===== config.mk =====
export PLATFORM = sky130hd
export DESIGN_NAME = fir_axil_master_flat
export DESIGN_NICKNAME = d
export VERILOG_FILES = /design/src/rtl/fir_axil_pkg.sv /design/src/rtl/fir_axil_master_if.sv /design/src/rtl/axil_timeout_cnt.sv /design/src/rtl/fir_axil_master.sv /design/src/flat_wrapper.sv
export SDC_FILE = /design/constraint.sdc
export NUM_CORES = 1
export LEC_CHECK = 0
export CAP_MARGIN = 20
export CORE_ASPECT_RATIO = 1.75
export CORE_MARGIN = 2
export CORE_UTILIZATION = 46
export CTS_CLUSTER_SIZE = 25
export DETAILED_ROUTE_END_ITERATION = 12
export PLACE_DENSITY = 0.91
export SLEW_MARGIN = 20
export SYNTH_ARGS = -nofsm -noshare
export SYNTH_HDL_FRONTEND = slang
export SYNTH_SLANG_ARGS = --single-unit

===== constraint.sdc =====
create_clock -name axis_clk -period 5.5 [get_ports axis_clk]
set_input_delay 0.55 -clock axis_clk [delete_from_list [all_inputs] [get_ports axis_clk]]
set_output_delay 0.55 -clock axis_clk [all_outputs]
set_load 0.005 [all_outputs]

===== src/rtl/fir_axil_pkg.sv =====
// Shared definitions for the FIR AXI4-Lite configuration initiator:
// controller state encoding, FIR register map and ap_ctrl bit positions.
package fir_axil_pkg;

    typedef enum logic [2:0] {
        ST_IDLE = 3'd0,
        ST_WR   = 3'd1,
        ST_RD_A = 3'd2,
        ST_RD_D = 3'd3,
        ST_RESP = 3'd4
    } axil_state_e;

    // FIR configuration register offsets (byte addresses)
    localparam logic [11:0] AP_CTRL_OFF  = 12'h000;
    localparam logic [11:0] DATA_LEN_OFF = 12'h010;
    localparam logic [11:0] NUM_TAP_OFF  = 12'h014;
    localparam logic [11:0] TAP_BASE_OFF = 12'h080;
    localparam logic [11:0] TAP_END_OFF  = 12'h0FF;

    // ap_ctrl bit positions
    localparam int AP_START_BIT = 0;
    localparam int AP_DONE_BIT  = 1;
    localparam int AP_IDLE_BIT  = 2;

    // True when the address falls inside the tap coefficient RAM window
    function automatic logic is_tap_addr(input logic [11:0] addr);
        return (addr >= TAP_BASE_OFF) && (addr <= TAP_END_OFF);
    endfunction

endpackage


===== src/rtl/fir_axil_master_if.sv =====
// Command/response port and AXI4-Lite (AW, W, AR, R) signals of the FIR
// configuration initiator. The master modport is the initiator's view;
// the slave modport is the view of whoever sits on the other side
// (sequencer on cmd/rsp, FIR register target on the AXI channels).
interface fir_axil_master_if #(
    parameter int pADDR_WIDTH = 12,
    parameter int pDATA_WIDTH = 32
);
    logic                   cmd_valid;
    logic                   cmd_ready;
    logic                   cmd_write;
    logic [pADDR_WIDTH-1:0] cmd_addr;
    logic [pDATA_WIDTH-1:0] cmd_wdata;

    logic                   rsp_valid;
    logic                   rsp_ready;
    logic [pDATA_WIDTH-1:0] rsp_rdata;
    logic                   rsp_err;

    logic                   awvalid;
    logic                   awready;
    logic [pADDR_WIDTH-1:0] awaddr;
    logic                   wvalid;
    logic                   wready;
    logic [pDATA_WIDTH-1:0] wdata;
    logic                   arvalid;
    logic                   arready;
    logic [pADDR_WIDTH-1:0] araddr;
    logic                   rvalid;
    logic                   rready;
    logic [pDATA_WIDTH-1:0] rdata;

    modport master (
        input  cmd_valid, cmd_write, cmd_addr, cmd_wdata,
        output cmd_ready,
        output rsp_valid, rsp_rdata, rsp_err,
        input  rsp_ready,
        output awvalid, awaddr, wvalid, wdata, arvalid, araddr, rready,
        input  awready, wready, arready, rvalid, rdata
    );

    modport slave (
        output cmd_valid, cmd_write, cmd_addr, cmd_wdata,
        input  cmd_ready,
        input  rsp_valid, rsp_rdata, rsp_err,
        output rsp_ready,
        input  awvalid, awaddr, wvalid, wdata, arvalid, araddr, rready,
        output awready, wready, arready, rvalid, rdata
    );

endinterface


===== src/rtl/axil_timeout_cnt.sv =====
// Clearable saturating cycle counter. o_expire is high while counting is
// enabled and the count has reached pTIMEOUT-1.
module axil_timeout_cnt #(
    parameter int pTIMEOUT = 64
) (
    input  logic clk,
    input  logic rst,
    input  logic i_clear,
    input  logic i_enable,
    output logic o_expire
);
    localparam int CW = (pTIMEOUT > 2) ? $clog2(pTIMEOUT) : 1;
    localparam logic [CW-1:0] LAST = CW'(pTIMEOUT - 1);

    logic [CW-1:0] r_cnt;

    // Count enabled cycles, restart on clear, stick at the last value
    always_ff @(posedge clk or posedge rst) begin
        if (rst) begin
            r_cnt <= '0;
        end else if (i_clear) begin
            r_cnt <= '0;
        end else if (i_enable && (r_cnt != LAST)) begin
            r_cnt <= r_cnt + CW'(1);
        end else begin
            r_cnt <= r_cnt;
        end
    end

    assign o_expire = i_enable && (r_cnt == LAST);

endmodule


===== src/rtl/fir_axil_master.sv =====
// AXI4-Lite initiator for the FIR configuration port. Accepts one command
// at a time, runs it as a single AXI4-Lite write (AW+W, no B channel) or
// read (AR then R), and returns exactly one response. A watchdog aborts any
// wait state that lasts pTIMEOUT cycles and reports rsp_err.
module fir_axil_master
    import fir_axil_pkg::*;
#(
    parameter int pADDR_WIDTH = 12,
    parameter int pDATA_WIDTH = 32,
    parameter int pTIMEOUT    = 64
) (
    input  logic                axis_clk,
    input  logic                axis_rst,
    fir_axil_master_if.master   bus
);

    axil_state_e            r_state,     w_state_nxt;
    logic                   r_cmd_ready, w_cmd_ready_nxt;
    logic                   r_rsp_valid, w_rsp_valid_nxt;
    logic [pDATA_WIDTH-1:0] r_rsp_rdata, w_rsp_rdata_nxt;
    logic                   r_rsp_err,   w_rsp_err_nxt;
    logic                   r_awvalid,   w_awvalid_nxt;
    logic                   r_wvalid,    w_wvalid_nxt;
    logic                   r_arvalid,   w_arvalid_nxt;
    logic                   r_rready,    w_rready_nxt;
    logic [pADDR_WIDTH-1:0] r_awaddr,    w_awaddr_nxt;
    logic [pDATA_WIDTH-1:0] r_wdata,     w_wdata_nxt;
    logic [pADDR_WIDTH-1:0] r_araddr,    w_araddr_nxt;
    logic                   r_aw_done,   w_aw_done_nxt;
    logic                   r_w_done,    w_w_done_nxt;

    logic w_cnt_en;
    logic w_cnt_clear;
    logic w_expire;

    // The watchdog runs only in bus wait states and restarts on every
    // state change, so each wait state gets its own full budget.
    assign w_cnt_en    = (r_state == ST_WR) || (r_state == ST_RD_A) || (r_state == ST_RD_D);
    assign w_cnt_clear = (w_state_nxt != r_state) || !w_cnt_en;

    axil_timeout_cnt #(
        .pTIMEOUT (pTIMEOUT)
    ) u_timeout (
        .clk      (axis_clk),
        .rst      (axis_rst),
        .i_clear  (w_cnt_clear),
        .i_enable (w_cnt_en),
        .o_expire (w_expire)
    );

    // Next-state and next-output decode; a completing handshake always
    // takes priority over watchdog expiry in the same cycle.
    always_comb begin
        w_state_nxt     = r_state;
        w_cmd_ready_nxt = r_cmd_ready;
        w_rsp_valid_nxt = r_rsp_valid;
        w_rsp_rdata_nxt = r_rsp_rdata;
        w_rsp_err_nxt   = r_rsp_err;
        w_awvalid_nxt   = r_awvalid;
        w_wvalid_nxt    = r_wvalid;
        w_arvalid_nxt   = r_arvalid;
        w_rready_nxt    = r_rready;
        w_awaddr_nxt    = r_awaddr;
        w_wdata_nxt     = r_wdata;
        w_araddr_nxt    = r_araddr;
        w_aw_done_nxt   = r_aw_done;
        w_w_done_nxt    = r_w_done;

        case (r_state)
            ST_IDLE: begin
                w_cmd_ready_nxt = 1'b1;
                if (bus.cmd_valid && r_cmd_ready) begin
                    w_cmd_ready_nxt = 1'b0;
                    if (bus.cmd_write) begin
                        w_awaddr_nxt  = bus.cmd_addr;
                        w_wdata_nxt   = bus.cmd_wdata;
                        w_awvalid_nxt = 1'b1;
                        w_wvalid_nxt  = 1'b1;
                        w_aw_done_nxt = 1'b0;
                        w_w_done_nxt  = 1'b0;
                        w_state_nxt   = ST_WR;
                    end else begin
                        w_araddr_nxt  = bus.cmd_addr;
                        w_arvalid_nxt = 1'b1;
                        w_state_nxt   = ST_RD_A;
                    end
                end else begin
                    w_state_nxt = ST_IDLE;
                end
            end

            ST_WR: begin
                w_aw_done_nxt = r_aw_done | (r_awvalid & bus.awready);
                w_w_done_nxt  = r_w_done  | (r_wvalid  & bus.wready);
                if (w_aw_done_nxt) begin
                    w_awvalid_nxt = 1'b0;
                end else begin
                    w_awvalid_nxt = r_awvalid;
                end
                if (w_w_done_nxt) begin
                    w_wvalid_nxt = 1'b0;
                end else begin
                    w_wvalid_nxt = r_wvalid;
                end
                if (w_aw_done_nxt && w_w_done_nxt) begin
                    w_state_nxt     = ST_RESP;
                    w_rsp_valid_nxt = 1'b1;
                    w_rsp_err_nxt   = 1'b0;
                    w_rsp_rdata_nxt = '0;
                end else if (w_expire) begin
                    w_awvalid_nxt   = 1'b0;
                    w_wvalid_nxt    = 1'b0;
                    w_state_nxt     = ST_RESP;
                    w_rsp_valid_nxt = 1'b1;
                    w_rsp_err_nxt   = 1'b1;
                    w_rsp_rdata_nxt = '0;
                end else begin
                    w_state_nxt = ST_WR;
                end
            end

            ST_RD_A: begin
                if (r_arvalid && bus.arready) begin
                    w_arvalid_nxt = 1'b0;
                    w_rready_nxt  = 1'b1;
                    w_state_nxt   = ST_RD_D;
                end else if (w_expire) begin
                    w_arvalid_nxt   = 1'b0;
                    w_state_nxt     = ST_RESP;
                    w_rsp_valid_nxt = 1'b1;
                    w_rsp_err_nxt   = 1'b1;
                    w_rsp_rdata_nxt = '0;
                end else begin
                    w_state_nxt = ST_RD_A;
                end
            end

            ST_RD_D: begin
                if (bus.rvalid && r_rready) begin
                    w_rready_nxt    = 1'b0;
                    w_state_nxt     = ST_RESP;
                    w_rsp_valid_nxt = 1'b1;
                    w_rsp_err_nxt   = 1'b0;
                    w_rsp_rdata_nxt = bus.rdata;
                end else if (w_expire) begin
                    w_rready_nxt    = 1'b0;
                    w_state_nxt     = ST_RESP;
                    w_rsp_valid_nxt = 1'b1;
                    w_rsp_err_nxt   = 1'b1;
                    w_rsp_rdata_nxt = '0;
                end else begin
                    w_state_nxt = ST_RD_D;
                end
            end

            ST_RESP: begin
                if (bus.rsp_ready) begin
                    w_rsp_valid_nxt = 1'b0;
                    w_cmd_ready_nxt = 1'b1;
                    w_state_nxt     = ST_IDLE;
                end else begin
                    w_state_nxt = ST_RESP;
                end
            end

            default: begin
                w_state_nxt     = ST_IDLE;
                w_cmd_ready_nxt = 1'b0;
                w_rsp_valid_nxt = 1'b0;
                w_awvalid_nxt   = 1'b0;
                w_wvalid_nxt    = 1'b0;
                w_arvalid_nxt   = 1'b0;
                w_rready_nxt    = 1'b0;
            end
        endcase
    end

    // State and registered outputs; reset abandons any transaction in flight
    always_ff @(posedge axis_clk or posedge axis_rst) begin
        if (axis_rst) begin
            r_state     <= ST_IDLE;
            r_cmd_ready <= 1'b0;
            r_rsp_valid <= 1'b0;
            r_rsp_rdata <= '0;
            r_rsp_err   <= 1'b0;
            r_awvalid   <= 1'b0;
            r_wvalid    <= 1'b0;
            r_arvalid   <= 1'b0;
            r_rready    <= 1'b0;
            r_awaddr    <= '0;
            r_wdata     <= '0;
            r_araddr    <= '0;
            r_aw_done   <= 1'b0;
            r_w_done    <= 1'b0;
        end else begin
            r_state     <= w_state_nxt;
            r_cmd_ready <= w_cmd_ready_nxt;
            r_rsp_valid <= w_rsp_valid_nxt;
            r_rsp_rdata <= w_rsp_rdata_nxt;
            r_rsp_err   <= w_rsp_err_nxt;
            r_awvalid   <= w_awvalid_nxt;
            r_wvalid    <= w_wvalid_nxt;
            r_arvalid   <= w_arvalid_nxt;
            r_rready    <= w_rready_nxt;
            r_awaddr    <= w_awaddr_nxt;
            r_wdata     <= w_wdata_nxt;
            r_araddr    <= w_araddr_nxt;
            r_aw_done   <= w_aw_done_nxt;
            r_w_done    <= w_w_done_nxt;
        end
    end

    assign bus.cmd_ready = r_cmd_ready;
    assign bus.rsp_valid = r_rsp_valid;
    assign bus.rsp_rdata = r_rsp_rdata;
    assign bus.rsp_err   = r_rsp_err;
    assign bus.awvalid   = r_awvalid;
    assign bus.awaddr    = r_awaddr;
    assign bus.wvalid    = r_wvalid;
    assign bus.wdata     = r_wdata;
    assign bus.arvalid   = r_arvalid;
    assign bus.araddr    = r_araddr;
    assign bus.rready    = r_rready;

endmodule

===== src/flat_wrapper.sv =====
// flat-port wrapper written by rule: the top's interface ports become plain ports
module fir_axil_master_flat import fir_axil_pkg::*;
#(
    parameter int pADDR_WIDTH = 12,
    parameter int pDATA_WIDTH = 32,
    parameter int pTIMEOUT    = 64
)
  (axis_clk, axis_rst, bus_cmd_valid, bus_cmd_write, bus_cmd_addr, bus_cmd_wdata, bus_cmd_ready, bus_rsp_valid, bus_rsp_rdata, bus_rsp_err, bus_rsp_ready, bus_awvalid, bus_awaddr, bus_wvalid, bus_wdata, bus_arvalid, bus_araddr, bus_rready, bus_awready, bus_wready, bus_arready, bus_rvalid, bus_rdata);
  fir_axil_master_if #(.pADDR_WIDTH(pADDR_WIDTH), .pDATA_WIDTH(pDATA_WIDTH)) bus_i ();
  input  logic axis_clk;
  input  logic axis_rst;
  input wire logic [$bits(bus_i.cmd_valid)-1:0] bus_cmd_valid;
  input wire logic [$bits(bus_i.cmd_write)-1:0] bus_cmd_write;
  input wire logic [$bits(bus_i.cmd_addr)-1:0] bus_cmd_addr;
  input wire logic [$bits(bus_i.cmd_wdata)-1:0] bus_cmd_wdata;
  output wire logic [$bits(bus_i.cmd_ready)-1:0] bus_cmd_ready;
  output wire logic [$bits(bus_i.rsp_valid)-1:0] bus_rsp_valid;
  output wire logic [$bits(bus_i.rsp_rdata)-1:0] bus_rsp_rdata;
  output wire logic [$bits(bus_i.rsp_err)-1:0] bus_rsp_err;
  input wire logic [$bits(bus_i.rsp_ready)-1:0] bus_rsp_ready;
  output wire logic [$bits(bus_i.awvalid)-1:0] bus_awvalid;
  output wire logic [$bits(bus_i.awaddr)-1:0] bus_awaddr;
  output wire logic [$bits(bus_i.wvalid)-1:0] bus_wvalid;
  output wire logic [$bits(bus_i.wdata)-1:0] bus_wdata;
  output wire logic [$bits(bus_i.arvalid)-1:0] bus_arvalid;
  output wire logic [$bits(bus_i.araddr)-1:0] bus_araddr;
  output wire logic [$bits(bus_i.rready)-1:0] bus_rready;
  input wire logic [$bits(bus_i.awready)-1:0] bus_awready;
  input wire logic [$bits(bus_i.wready)-1:0] bus_wready;
  input wire logic [$bits(bus_i.arready)-1:0] bus_arready;
  input wire logic [$bits(bus_i.rvalid)-1:0] bus_rvalid;
  input wire logic [$bits(bus_i.rdata)-1:0] bus_rdata;
  assign bus_i.cmd_valid = bus_cmd_valid;
  assign bus_i.cmd_write = bus_cmd_write;
  assign bus_i.cmd_addr = bus_cmd_addr;
  assign bus_i.cmd_wdata = bus_cmd_wdata;
  assign bus_cmd_ready = bus_i.cmd_ready;
  assign bus_rsp_valid = bus_i.rsp_valid;
  assign bus_rsp_rdata = bus_i.rsp_rdata;
  assign bus_rsp_err = bus_i.rsp_err;
  assign bus_i.rsp_ready = bus_rsp_ready;
  assign bus_awvalid = bus_i.awvalid;
  assign bus_awaddr = bus_i.awaddr;
  assign bus_wvalid = bus_i.wvalid;
  assign bus_wdata = bus_i.wdata;
  assign bus_arvalid = bus_i.arvalid;
  assign bus_araddr = bus_i.araddr;
  assign bus_rready = bus_i.rready;
  assign bus_i.awready = bus_awready;
  assign bus_i.wready = bus_wready;
  assign bus_i.arready = bus_arready;
  assign bus_i.rvalid = bus_rvalid;
  assign bus_i.rdata = bus_rdata;
  fir_axil_master #(.pADDR_WIDTH(pADDR_WIDTH), .pDATA_WIDTH(pDATA_WIDTH), .pTIMEOUT(pTIMEOUT)) u_core (.axis_clk(axis_clk), .axis_rst(axis_rst), .bus(bus_i));
endmodule

==> flow_metrics.tcl <==
set metrics [dict create \
    skew_ps 9.14 \
    synth_cells 398 \
    report.final.hold_viol_count 0 \
    final_cell_mix "179 x clkdlybuf4s50_1, 138 x nand2_1, 106 x dfrtp_1" \
    cts_hold_repair.buffers 0 \
    netlist_area_um2 4320 \
    worst_slack_ps 3260 \
    syn-num-nets 484 \
    synthDominantCellAreaShare 0.615 \
    clk_pin_slew_ps 70 \
    n_antenna_cell 0 \
    startpoint_type "flip-flop" \
    tritoncts "built" \
    numCtsBuffers 9 \
    ir_worst_vdd_v 0.000280 \
    synth_ff_type "dfrtp_1" \
    crit_required_ps 5720 \
    final_nets 655 \
    grt_pass1_vias 3801 \
    layout-drive-gt1-share 0.0592 \
    grt_pass1_wl_um 18300 \
    drc_errors 0 \
    insertion_delay_ps 340 \
    routabilityCongestion 0.848 \
    ys_ff_latch 106 \
    drt_iter0_drc 181 \
    powerDensity_nw_per_um2 489 \
    outcome "completed" \
    worstMarginPinSlew_ps 878 \
    portBuffers 179 \
    crit_type "flip-flop to flip-flop" \
    post-place-cells 676 \
    ys_seq_area_frac 0.615 \
    holdPathStages 2 \
    post-route-period-util 0.408 \
    place.detailed.hpwl_um 8300 \
    wl_per_cell_um 16.3 \
    syn_area_per_cell_um2 10.8 \
    synth_enable_flop_cells 0 \
    cts_resized 0 \
    final_util 0.711 \
    viasPerCell 5.27 \
    routed_wl_um 11300 \
    n_fill_cell 641 \
    setup_tns_ps 0 \
    hp-class "flip-flop to flip-flop" \
    final_common_cell "clkdlybuf4s50_1" \
    synth_area_leaders "dfrtp_1 61%, nand2_1 12%, a22o_1 6.5%, mux2_1 2.1%, buf_2 1.3%" \
    num_vias 3655 \
    start_util 0.475 \
    yosysTopAreaCell "dfrtp_1" \
    clock_sinks 106 \
    fmaxAchievable_ghz 0.445 \
    htree_levels 3 \
    final_cells 694 \
    r2r_cells 4 \
    ys_async_sr_fraction 1.00 \
    dieArea_um2 10200 \
    antenna_found_initial 0 \
    max-slew-margin-rel 0.412 \
    finalSetupViolCount 0 \
    cp_max_fo 14 \
    final.min_clock_period_ps 2240 \
    rows 46 \
    dr.pass1.iters 4 \
    ys_types 49 \
    leakage_uw 0.00296 \
    track_usage 0.226 \
    die_x_um 77.2 \
    slew_viol_final 0 \
    num_io_pins 180 \
    clock-root-buffer "clkbuf_16" \
    yosysWarnings 0 \
    rsz0062_at_grt "no" \
    die_h_um 132 \
    ant_nets 0 \
    postCtsSetupRepairBufs 0 \
    pre_cts_slack_ps 2570 \
    syn_to_final_growth_pct 49.8 \
    grt_overflow_total 0 \
    core_area_um2 9090 \
    critPathArrivalTime_ps 2470 \
    max-cap-violations 0 \
    crit_path_end_kind "flip-flop" \
    grt_max_degree 66 \
    cts_buffer_depth 2 \
]
-- where the power goes --
group | switching, µW | total [µW] | internal [µW]
sequential | 204 | 1280 | 1080
clock | 282 | 620 | 338
combinational | 512 | 1260 | 746
total | 998 | 3160 | 2160
-- Yosys cell counts, types with 2 or more instances --
master / count
nand2b_1: 4
mux2_2: 4
a211oi_1: 3
inv_1: 6
nor3_1: 7
a22o_1: 32
a31oi_1: 6
mux2_1: 8
nor2_1: 9
and3_1: 3
a21oi_1: 4
o21ai_1: 5
dfrtp_1: 106
nand3_1: 6
o21ai_0: 5
nand2_1: 138
xnor2_1: 3
buf_6: 4
clkbuf_1: 4
nor3b_1: 2
buf_2: 11
-- flip-flops by register name (all words and copies together), names as in the netlist, 3 cells and up --
| signal | count |
|---|---|
| u_core.r_state | 3 |
| u_core.bus.awaddr | 12 |
| u_core.u_timeout.r_cnt | 6 |
| u_core.bus.wdata | 32 |
| u_core.bus.araddr | 12 |
| u_core.bus.rsp_rdata | 32 |
-- routing by layer --
metal	global-route usage	part of all wire	wire length (µm)	vias up
met5	0	0	0	-
met4	0.110	0.025	279	0
met3	0.0404	0.057	643	21
met2	0.409	0.54	6160	165
met1	0.252	0.37	4250	1775
li1	-	-	-	1694
-- per-stage QoR --
| stage | hold WS, ps | instance area (µm²) | power (µW) |
|---|---|---|---|
| floorplan | 435 | 4320 | 1780 |
| global placement | 453 | 6120 | 2470 |
| detailed placement | 462 | 6120 | 2550 |
| CTS | 479 | 6420 | 3180 |
| global route | 499 | 6460 | 3360 |
| finish | 476 | 6460 | 3160 |
-- cell type report --
cell class | instances | area, µm² | area share
Sequential cell | 106 | 2650 | 0.410
Timing Repair Buffer | 183 | 1850 | 0.286
Multi-Input combinational cell | 262 | 1490 | 0.230
Clock buffer | 11 | 253 | 0.0391
Tap cell | 120 | 150 | 0.0232
Clock inverter | 5 | 43.8 | 0.00678
Inverter | 7 | 28.8 | 0.00445
-- worst max-delay path, stage by stage, from the launching register on --
cell and delay (ps):
dfrtp_1 520, nor2_1 410, and2_1 230, nand2b_1 460
mux2_1 500
-- final timing paths --
path | startpoint | end | slack, ps
setup reg to reg | u_core.r_state[1] | u_core.bus.araddr[7] | 3260
max in group asynchronous | axis_rst | u_core.bus.wdata[27] | 3730
hold / removal | u_core.bus.wdata[24] | u_core.bus.wdata[24] | 480
hold reg to reg | u_core.bus.wdata[24] | u_core.bus.wdata[24] | 480
min in group asynchronous | axis_rst | u_core.bus.araddr[8] | 600
setup / recovery | u_core.r_state[1] | u_core.bus.araddr[7] | 3260
-- cell families after synthesis --
logic type / synth area share
DFF: 0.615
muxes: 0.0313
adders and majority gates: 0.00290
and+or+nand+nor: 0.177
buffers and inverters: 0.0435
AOI/OAI and AO/OA: 0.122
xor gates and xnor gates: 0.00812
(Power assumes the default switching activity.)
